<file path="config.mk">
export PLATFORM = sky130hd
export DESIGN_NAME = main_control
export DESIGN_NICKNAME = d
export VERILOG_FILES = /design/src/rtl/mips_ctrl_pkg.sv /design/src/rtl/ctrl_decode.sv /design/src/rtl/main_control.sv
export SDC_FILE = /design/constraint.sdc
export NUM_CORES = 1
export LEC_CHECK = 0
export ABC_AREA = 1
export CAP_MARGIN = 10
export CORE_MARGIN = 2
export CORE_UTILIZATION = 52
export CTS_CLUSTER_DIAMETER = 120
export DETAILED_ROUTE_END_ITERATION = 10
export GPL_ROUTABILITY_DRIVEN = 0
export GPL_TIMING_DRIVEN = 0
export PLACE_DENSITY = 0.83
export SETUP_SLACK_MARGIN = 0.4
export SLEW_MARGIN = 20
export SYNTH_ARGS = -nofsm -noshare
export SYNTH_HDL_FRONTEND = slang
export SYNTH_SLANG_ARGS = --single-unit
</file>
<file path="constraint.sdc">
create_clock -name clk -period 2.26 [get_ports clk]
set_clock_uncertainty 0.15 [all_clocks]
set_input_delay 0.452 -clock clk [delete_from_list [all_inputs] [get_ports clk]]
set_output_delay 0.452 -clock clk [all_outputs]
set_load 0.02 [all_outputs]
</file>
<file path="src/rtl/mips_ctrl_pkg.sv">
// Shared control definitions for the MIPS main control and ALU control units.
// Holds opcode constants, ALUOp class codes, the main-control state encoding
// and the packed strobe bundle exchanged between decode and the top level.
package mips_ctrl_pkg;

  localparam logic [5:0] OP_RTYPE = 6'b000000;
  localparam logic [5:0] OP_ADDI  = 6'b001000;
  localparam logic [5:0] OP_LW    = 6'b100011;
  localparam logic [5:0] OP_SW    = 6'b101011;
  localparam logic [5:0] OP_BEQ   = 6'b000100;

  localparam logic [3:0] ALUOP_ADD   = 4'b0000;
  localparam logic [3:0] ALUOP_SUB   = 4'b0001;
  localparam logic [3:0] ALUOP_FUNCT = 4'b0010;

  typedef enum logic {
    EXEC    = 1'b0,
    LW_WAIT = 1'b1
  } state_t;

  typedef struct packed {
    logic       reg_dst;
    logic       alu_src;
    logic       mem_to_reg;
    logic       reg_write;
    logic       mem_read;
    logic       mem_write;
    logic       branch;
    logic [3:0] alu_op;
    logic       pc_write;
    logic       illegal;
  } ctrl_t;

  localparam ctrl_t CTRL_NONE = '0;

endpackage

</file>
<file path="src/rtl/ctrl_decode.sv">
// Purely combinational opcode-to-strobe table used in the EXEC state.
// Ports:
//   op    in   6-bit opcode (Instruction[31:26])
//   ctrl  out  strobe bundle for that opcode; unknown opcodes flag illegal
module ctrl_decode
  import mips_ctrl_pkg::*;
(
  input  logic [5:0] op,
  output ctrl_t      ctrl
);

  always_comb begin
    ctrl = CTRL_NONE;
    case (op)
      OP_RTYPE: begin
        ctrl.reg_dst   = 1'b1;
        ctrl.reg_write = 1'b1;
        ctrl.alu_op    = ALUOP_FUNCT;
        ctrl.pc_write  = 1'b1;
      end
      OP_ADDI: begin
        ctrl.alu_src   = 1'b1;
        ctrl.reg_write = 1'b1;
        ctrl.alu_op    = ALUOP_ADD;
        ctrl.pc_write  = 1'b1;
      end
      OP_SW: begin
        ctrl.alu_src   = 1'b1;
        ctrl.mem_write = 1'b1;
        ctrl.alu_op    = ALUOP_ADD;
        ctrl.pc_write  = 1'b1;
      end
      OP_BEQ: begin
        ctrl.branch    = 1'b1;
        ctrl.alu_op    = ALUOP_SUB;
        ctrl.pc_write  = 1'b1;
      end
      OP_LW: begin
        // First load cycle: address goes out, PC held, no write-back yet.
        ctrl.alu_src   = 1'b1;
        ctrl.mem_read  = 1'b1;
        ctrl.alu_op    = ALUOP_ADD;
      end
      default: begin
        // Unsupported opcode is skipped: advance PC, touch nothing else.
        ctrl.pc_write  = 1'b1;
        ctrl.illegal   = 1'b1;
      end
    endcase
  end

endmodule

</file>
<file path="src/rtl/main_control.sv">
// Main control unit for the single-cycle MIPS core with a two-cycle load.
// Ports:
//   clk, reset                 clock and synchronous active-high reset
//   OpCode                     Instruction[31:26]
//   RegDst..Branch, ALUOp      datapath strobes (combinational on state, OpCode)
//   PCWrite                    PC update enable, low during the first lw cycle
//   illegal                    pulse for an unsupported opcode
//   retired                    wrapping count of completed instructions
//   illegal_cnt                saturating count of illegal opcodes
module main_control
  import mips_ctrl_pkg::*;
#(
  parameter int RETIRE_W  = 16,
  parameter int ILLEGAL_W = 8
) (
  input  logic                 clk,
  input  logic                 reset,
  input  logic [5:0]           OpCode,
  output logic                 RegDst,
  output logic                 AluSrc,
  output logic                 MemtoReg,
  output logic                 RegWrite,
  output logic                 MemRead,
  output logic                 MemWrite,
  output logic                 Branch,
  output logic [3:0]           ALUOp,
  output logic                 PCWrite,
  output logic                 illegal,
  output logic [RETIRE_W-1:0]  retired,
  output logic [ILLEGAL_W-1:0] illegal_cnt
);

  function automatic logic [ILLEGAL_W-1:0] sat_inc(input logic [ILLEGAL_W-1:0] v);
    return (&v) ? v : v + ILLEGAL_W'(1);
  endfunction

  state_t state;
  ctrl_t  dec;
  ctrl_t  ctrl;

  ctrl_decode u_decode (
    .op   (OpCode),
    .ctrl (dec)
  );

  // Output override: reset silences everything; LW_WAIT ignores OpCode.
  always_comb begin
    ctrl = CTRL_NONE;
    if (reset) begin
      ctrl = CTRL_NONE;
    end else if (state == LW_WAIT) begin
      ctrl.alu_src    = 1'b1;
      ctrl.mem_read   = 1'b1;
      ctrl.mem_to_reg = 1'b1;
      ctrl.reg_write  = 1'b1;
      ctrl.alu_op     = ALUOP_ADD;
      ctrl.pc_write   = 1'b1;
    end else begin
      ctrl = dec;
    end
  end

  assign RegDst   = ctrl.reg_dst;
  assign AluSrc   = ctrl.alu_src;
  assign MemtoReg = ctrl.mem_to_reg;
  assign RegWrite = ctrl.reg_write;
  assign MemRead  = ctrl.mem_read;
  assign MemWrite = ctrl.mem_write;
  assign Branch   = ctrl.branch;
  assign ALUOp    = ctrl.alu_op;
  assign PCWrite  = ctrl.pc_write;
  assign illegal  = ctrl.illegal;

  // State and counter registers
  always_ff @(posedge clk) begin
    if (reset) begin
      state       <= EXEC;
      retired     <= '0;
      illegal_cnt <= '0;
    end else begin
      state <= (state == EXEC && OpCode == OP_LW) ? LW_WAIT : EXEC;
      if (ctrl.pc_write && !ctrl.illegal)
        retired <= retired + RETIRE_W'(1);
      if (ctrl.illegal)
        illegal_cnt <= sat_inc(illegal_cnt);
    end
  end

endmodule

</file>
==> results.ini <==
[placed_design]
place_area_um2 = 2180
place.detailed.hpwl_um = 3000
place.port_buffers = 42

[finish]
final_common_cell = nand2_1
drive_above_1_share_pct = 31.3
insertedDiodeCount = 0
multiInputGateArea_um2 = 1140
layout_common_cells = nand2_1 (53), nor2_1 (41), dlygate4sd2_1 (24)
final_area_um2 = 2370
n_fill_cell = 247
syn_to_final_growth_pct = 39.7
seq_area_um2 = 512
fin_nets = 321

[power_and_ir_drop]
p_clk_share_pct = 24.4
power_density_nw_per_um2 = 358
report.power.total_uw = 849
p_comb_share_pct = 21.8
p_sw_uw = 257
seq_power_share_pct = 53.8
switching_share_pct = 30.3
peakVddDrop_mv = 0.231
power.internal_uw = 592
p_leak_nw = 1.04

[global_routing]
grt_antenna_before_repair = 0
grt_max_degree = 15
met1_usage_pct = 32.1
grt_pass1_vias = 1612
grt-ovfl-total = 0
grt_use_met3_pct = 3.36
use_met2_pct = 44.5
grt_busiest_layer = met2
grt.total_usage_pct = 25.6
grt_pass1_wl_um = 7170

[cts]
cts_tree = done
clkTransAtPathRegs_ps = 140
cts_buffer_depth = 2
cts-root-buf = clkbuf_4
cts.hold.buffers_added = 0
clkSinkCount = 25
cts_buffers = 3
cts_htree_levels = 1
insertion_delay_ps = 320

[run_status]
status = finished clean

[synth]
synthCells = 251
synth_edf_count = 0
ys_dominant_reg_cell = dfxtp_1
yosysSeqAreaShare_pct = 29.5
ys_types = 33
yosys_warnings = 0
synth-seq-cells = 25
syn-mean-instance-area_um2 = 6.76
async_reset_ff_share_pct = 0
synth_area_um2 = 1700

[timing]
rsz0062_at_grt = yes
drv_slew = 0
max_freq_ghz = 0.529
hold_slack_ps = 303
finalCritPeriodShare_pct = 83.7
fin_crit_ps = 1890
hold_viol = 0
setup_viol = 0

[floorplan]
core_area_um2 = 3080
die_x_um = 61.1
start_util_pct = 55.1
io_pins = 45
row_count = 20
fp.dieArea_um2 = 3740
die_h_um = 61.1

[route]
drt_pass1_iterations = 4
ant_nets = 0
drc = 0
avgRoutedWirePerCell_um = 12.6
wl_um = 4450
via_count = 1842
drt-vias-per-instance = 5.20
drtIter0Drc = 106

[setup_path]
crit_chain = buf_8, nor2_4, buf_6, nand3_4, a31oi_1, buf_2
critical_path.slowest_cell = a31oi_1
cp_num_buf_inv = 3
cp_slowest_stage_delay_ps = 190
crit_required_ps = 1660
cp.arrival_ps = 1290
critPathLaunchType = input port
cp-end-kind = output pin
cp_max_fo = 4
cp_top_family = buffers and inverters
path_class = in -> out

[hold_path]
min_path_type = in -> reg

[run]
cap_violations = 0

[worst paths after layout]
| check | startpoint | end | slack, ps | depth (start not counted) |
|---|---|---|---|---|
| worst min register to register | retired[15]$_SDFFE_PP0P_ | retired[15]$_SDFFE_PP0P_ | 360 | 2 |
| worst max-delay path | OpCode[0] | RegWrite | 370 | 6 |
| worst max register to register | illegal_cnt[0]$_SDFFE_PP0P_ | illegal_cnt[0]$_SDFFE_PP0P_ | 560 | 8 |
| worst min-delay path | OpCode[4] | state$_SDFF_PP0_ | 300 | 4 |
[timing repair]
| action | in CTS | in global routing |
|---|---|---|
| hold endpoints to repair | 0 | 0 |
| endpoints found under the setup margin | 35 | 16 |
| cloned | 0 | 0 |
| resized for setup | 133 | 22 |
| pin swaps | 13 | 10 |
| buffers inserted | 8 | 4 |
[power groups by stage]
stage,logic [mW],clock network (mW),registers (mW)
floorplan,0.0894,0,0.473
global placement,0.149,0,0.466
detailed placement,0.152,0,0.466
CTS,0.170,0.216,0.456
global route,0.197,0.232,0.459
finish,0.185,0.207,0.457
[per-stage QoR]
step                      setup WS, ps  setup TNS, ps  cells  utilization [%]
after global placement            -576          -5030    338             70.8
after floorplan                    488              0    252                -
after global routing               346              0    354             77.0
after CTS                          371              0    350             74.1
final                              368              0    354             77.0
after detailed placement          -588          -5210    338             70.8
[state kept, by name, summed over array words and instances (netlist names)]
register     count
state            1
retired         16
illegal_cnt      8
[Yosys cell counts (2+ instances only)]
library cell,instances,area share [%]
a21oi_1,9,2.7
a21oi_2,9,4.6
a31oi_1,2,0.74
buf_4,3,1.3
clkbuf_1,2,0.44
dfxtp_1,25,29
ha_1,2,1.5
inv_1,18,4.0
nand2_1,56,12
nand2_2,11,4.1
nand2_4,2,1.3
nand3_1,25,7.4
nand3_2,3,1.8
nand4_1,6,2.2
nor2_1,43,9.5
nor2_2,7,2.6
o21ai_0,2,0.59
o21ai_1,3,0.88
xnor2_1,4,2.1
xor2_1,6,3.1
[metal layers]
metal | part of all wire (%) | wire length, µm
met1 | 45 | 2000
met2 | 50 | 2230
met3 | 3.5 | 157
met4 | 1.1 | 50
met5 | 0 | 0
[cells by family (layout without fill, tap and decap cells)]
family          after synthesis  after routing  share of synthesized area [%]
simple gates                159            159                           45.2
flops                        25             25                           29.5
xor+xnor                     10             10                           5.16
fa+ha+maj                     2              2                           1.47
compound gates               25             25                           9.51
other cells                   1              2                          0.221
buf+inv                      29             87                           8.92
[worst reg2reg max path, delay by kind of cell (launching register included)]
family	cells	cell delay (ps)
adder cells (fa/ha/maj)	1	210
AND/OR/NAND/NOR	5	640
flip-flops	1	390
buffers and inverters	2	230
[final cells by class]
| type | instances | area share (%) |
|---|---|---|
| multi-input cells | 198 | 48.2 |
| flip-flops and latches | 25 | 21.6 |
| repair buffers | 54 | 19.5 |
| inverters | 22 | 3.80 |
| plain buffers | 7 | 3.43 |
| well taps | 44 | 2.32 |
| clock buffers | 3 | 0.950 |
| clock inverters | 1 | 0.211 |
No activity file was read; power rests on OpenSTA's default activity.
==> edit (same settings) <==
Set the parameter `RETIRE_W` to 18 (it was 16).
--- a/src/rtl/main_control.sv
+++ b/src/rtl/main_control.sv
@@ -10,7 +10,7 @@
 module main_control
   import mips_ctrl_pkg::*;
 #(
-  parameter int RETIRE_W  = 16,
+  parameter int RETIRE_W  = 18,
   parameter int ILLEGAL_W = 8
 ) (
   input  logic                 clk,
Interface: changed (resized retired); port bits go from 45 to 47. The function was not compared with the original's and may differ.
==> edit against the unedited design <==
  * Critical path depth decreased by 1
  * Sequential cell count increased by 2
  * Worst setup slack improved by 0.045 ns
  * Cell area increased by 2.2%
  * Die area increased by 2.9%
  * Via count increased by 3.3%
  * Global-route usage decreased by 0.69 points
  * Wire length decreased by 0.11%
  * Register-to-register slack got worse by 0.03 ns
  * Largest cell class unchanged
  * Highest routed layer unchanged
  * Total power increased by 5.0%
  * Core utilization decreased by 3.2 points
  * Area after synthesis increased by 3.1%
  * Hold slack got worse by 0.047 ns
==> edit: results (changes against the unedited design) <==
| Metric | Value |
|---|---|
| Main flop type after synthesis | dfxtp_1 (unchanged) |
| Port-buffer cells | 43 (was 42) |
| Resized cells post-CTS | 116 (was 133) |
| H-Tree Depth | 1 (unchanged) |
| Highest metal used | met4 (unchanged) |
| WL met3 | 215 um (was 157 um) |
| Mean number of vias per cell | 5.197 (was 5.203) |
| Largest registers | retired x18, illegal_cnt x8, state x1 (was retired x16, illegal_cnt x8, state x1) |
| Ys async rst share | 0% (unchanged) |
| DRT Wirelength | 4.440 mm (was 4.445 mm) |
| Setup Fix Bufs, Post-CTS | 6 (was 8) |
| Yosys warnings | 0 (unchanged) |
| Leak Pwr | 1.077 nW (was 1.037 nW) |
| Sequential-to-total area share from yosys stat | 30.90% (was 29.50%) |
| Placed cells | 351 (was 338) |
| Grt total ovfl | 0 (unchanged) |
| # nets final | 331 (was 321) |
| Largest net degree at the start of global routing | 17 (was 15) |
| Worst IR Drop VDD | 185.9 uV (was 230.5 uV) |
| CTS Buffer Depth | 2 (unchanged) |
| Met2 usage | 43.01% (was 44.53%) |
| Final HPWL DP | 3.078 mm (was 3.002 mm) |
| Synth unique cells | 33 (unchanged) |
| Post-place instance area | 2243 um^2 (was 2178 um^2) |
| Drt pass-1 iters | 6 (was 4) |
| First-pass GRT wire length | 7.251 mm (was 7.169 mm) |
| Share of layout cells above drive strength 1 | 25.62% (was 31.29%) |
| EDFF count, synth | 0 (unchanged) |
| Clock Latency Late Sink | 0.34 ns (was 0.32 ns) |
| GR Util met1 | 32.53% (was 32.13%) |
| Clock-pin slew on the worst setup and hold paths | 0.16 ns (was 0.14 ns) |
| Met3 usage | 3.313% (was 3.361%) |
| Met2 WL | 2.231 mm (was 2.234 mm) |
| Hold Path Class | input pin to register (unchanged) |
| Post-detailed-route wirelength per cell | 12.13 um (was 12.56 um) |
| Status | complete, no violations (unchanged) |
| Antenna Cells | 0 (unchanged) |
| Initial antenna violation count | 0 (unchanged) |
| CP arrival | 1.25 ns (was 1.29 ns) |
| Ranking of synthesized cells by area | dfxtp_1 (31%), nand2_1 (16%), nor2_1 (7.5%), a21oi_1 (6.3%), nand3_1 (6.0%) (was dfxtp_1 (29%), nand2_1 (12%), nor2_1 (9.5%), nand3_1 (7.4%), a21oi_2 (4.6%)) |
| Max-cap violation count | 0 (unchanged) |
| Avg Cell Area, Syn | 6.702 um^2 (was 6.759 um^2) |
| Root Driver | clkbuf_4 (unchanged) |
| CTS buffer count | 3 (unchanged) |
| Total track usage | 24.87% (was 25.56%) |
| Number of global-route vias before repair | 1669 (was 1612) |
| Met1 WL | 1.945 mm (was 2.003 mm) |
| Crit-path max FO | 3 (was 4) |
| Initial DRC Count | 136 (was 106) |
| Top cells by count, synth | nand2_1 (75), nor2_1 (35), dfxtp_1 (27), a21oi_1 (22), nand3_1 (21) (was nand2_1 (56), nor2_1 (43), dfxtp_1 (25), nand3_1 (25), inv_1 (18)) |
==> edit: layout make-up <==
type	instances	area, um^2
plain buffers	9	70.07
clock buffers	3	22.52
clock inverters	1	7.507
flip-flops and latches	27	550.5
fillers	285	860.8
well taps	46	57.56
repair buffers	54	450.4
inverters	20	75.07
multi-input cells	206	1190
==> edit: through the flow <==
step / hold slack [ns] / total power (W) / setup WS (ns)
final: 0.2558 / 0.0008911 / 0.4128
after global routing: 0.2664 / 0.0009231 / 0.3554
after CTS: 0.2787 / 0.0008699 / 0.3522
after detailed placement: 0.3464 / 0.0006460 / -0.5557
after global placement: 0.3356 / 0.0006435 / -0.5440
after floorplan: 0.4135 / 0.0005928 / 0.4130
==> edit: logic make-up (layout without fill, tap and decap cells) <==
| logic type | count (synthesis) | after routing | synth area share (%) |
|---|---|---|---|
| AOI/OAI and AO/OA | 31 | 31 | 9.442 |
| xor gates and xnor gates | 14 | 14 | 7.010 |
| adders and majority gates | 2 | 2 | 1.430 |
| buffers and inverters | 29 | 87 | 7.868 |
| DFF | 27 | 27 | 30.90 |
| other | 1 | 2 | 0.2144 |
| and+or+nand+nor | 157 | 157 | 43.13 |
==> edit: report_power, final <==
group	switching [W]	internal (W)
clock	0.000159	0.0000678
combinational	0.000103	0.0000684
sequential	0.00000841	0.000484
==> edit: final timing paths <==
| kind | startpoint | to | slack [ns] | cells past startpoint |
|---|---|---|---|---|
| max | OpCode[2] | MemRead | 0.41 | 5 |
| min | OpCode[4] | state | 0.26 | 4 |
| max reg2reg | illegal_cnt[0] | illegal_cnt[0] | 0.53 | 8 |
| min reg2reg | retired[17] | retired[17] | 0.36 | 2 |
==> edit: worst max-delay path, stage by stage <==
cell and delay (ns):
buf_2 0.14, nor2_4 0.15, nand3_2 0.15, a21oi_1 0.17, buf_2 0.18
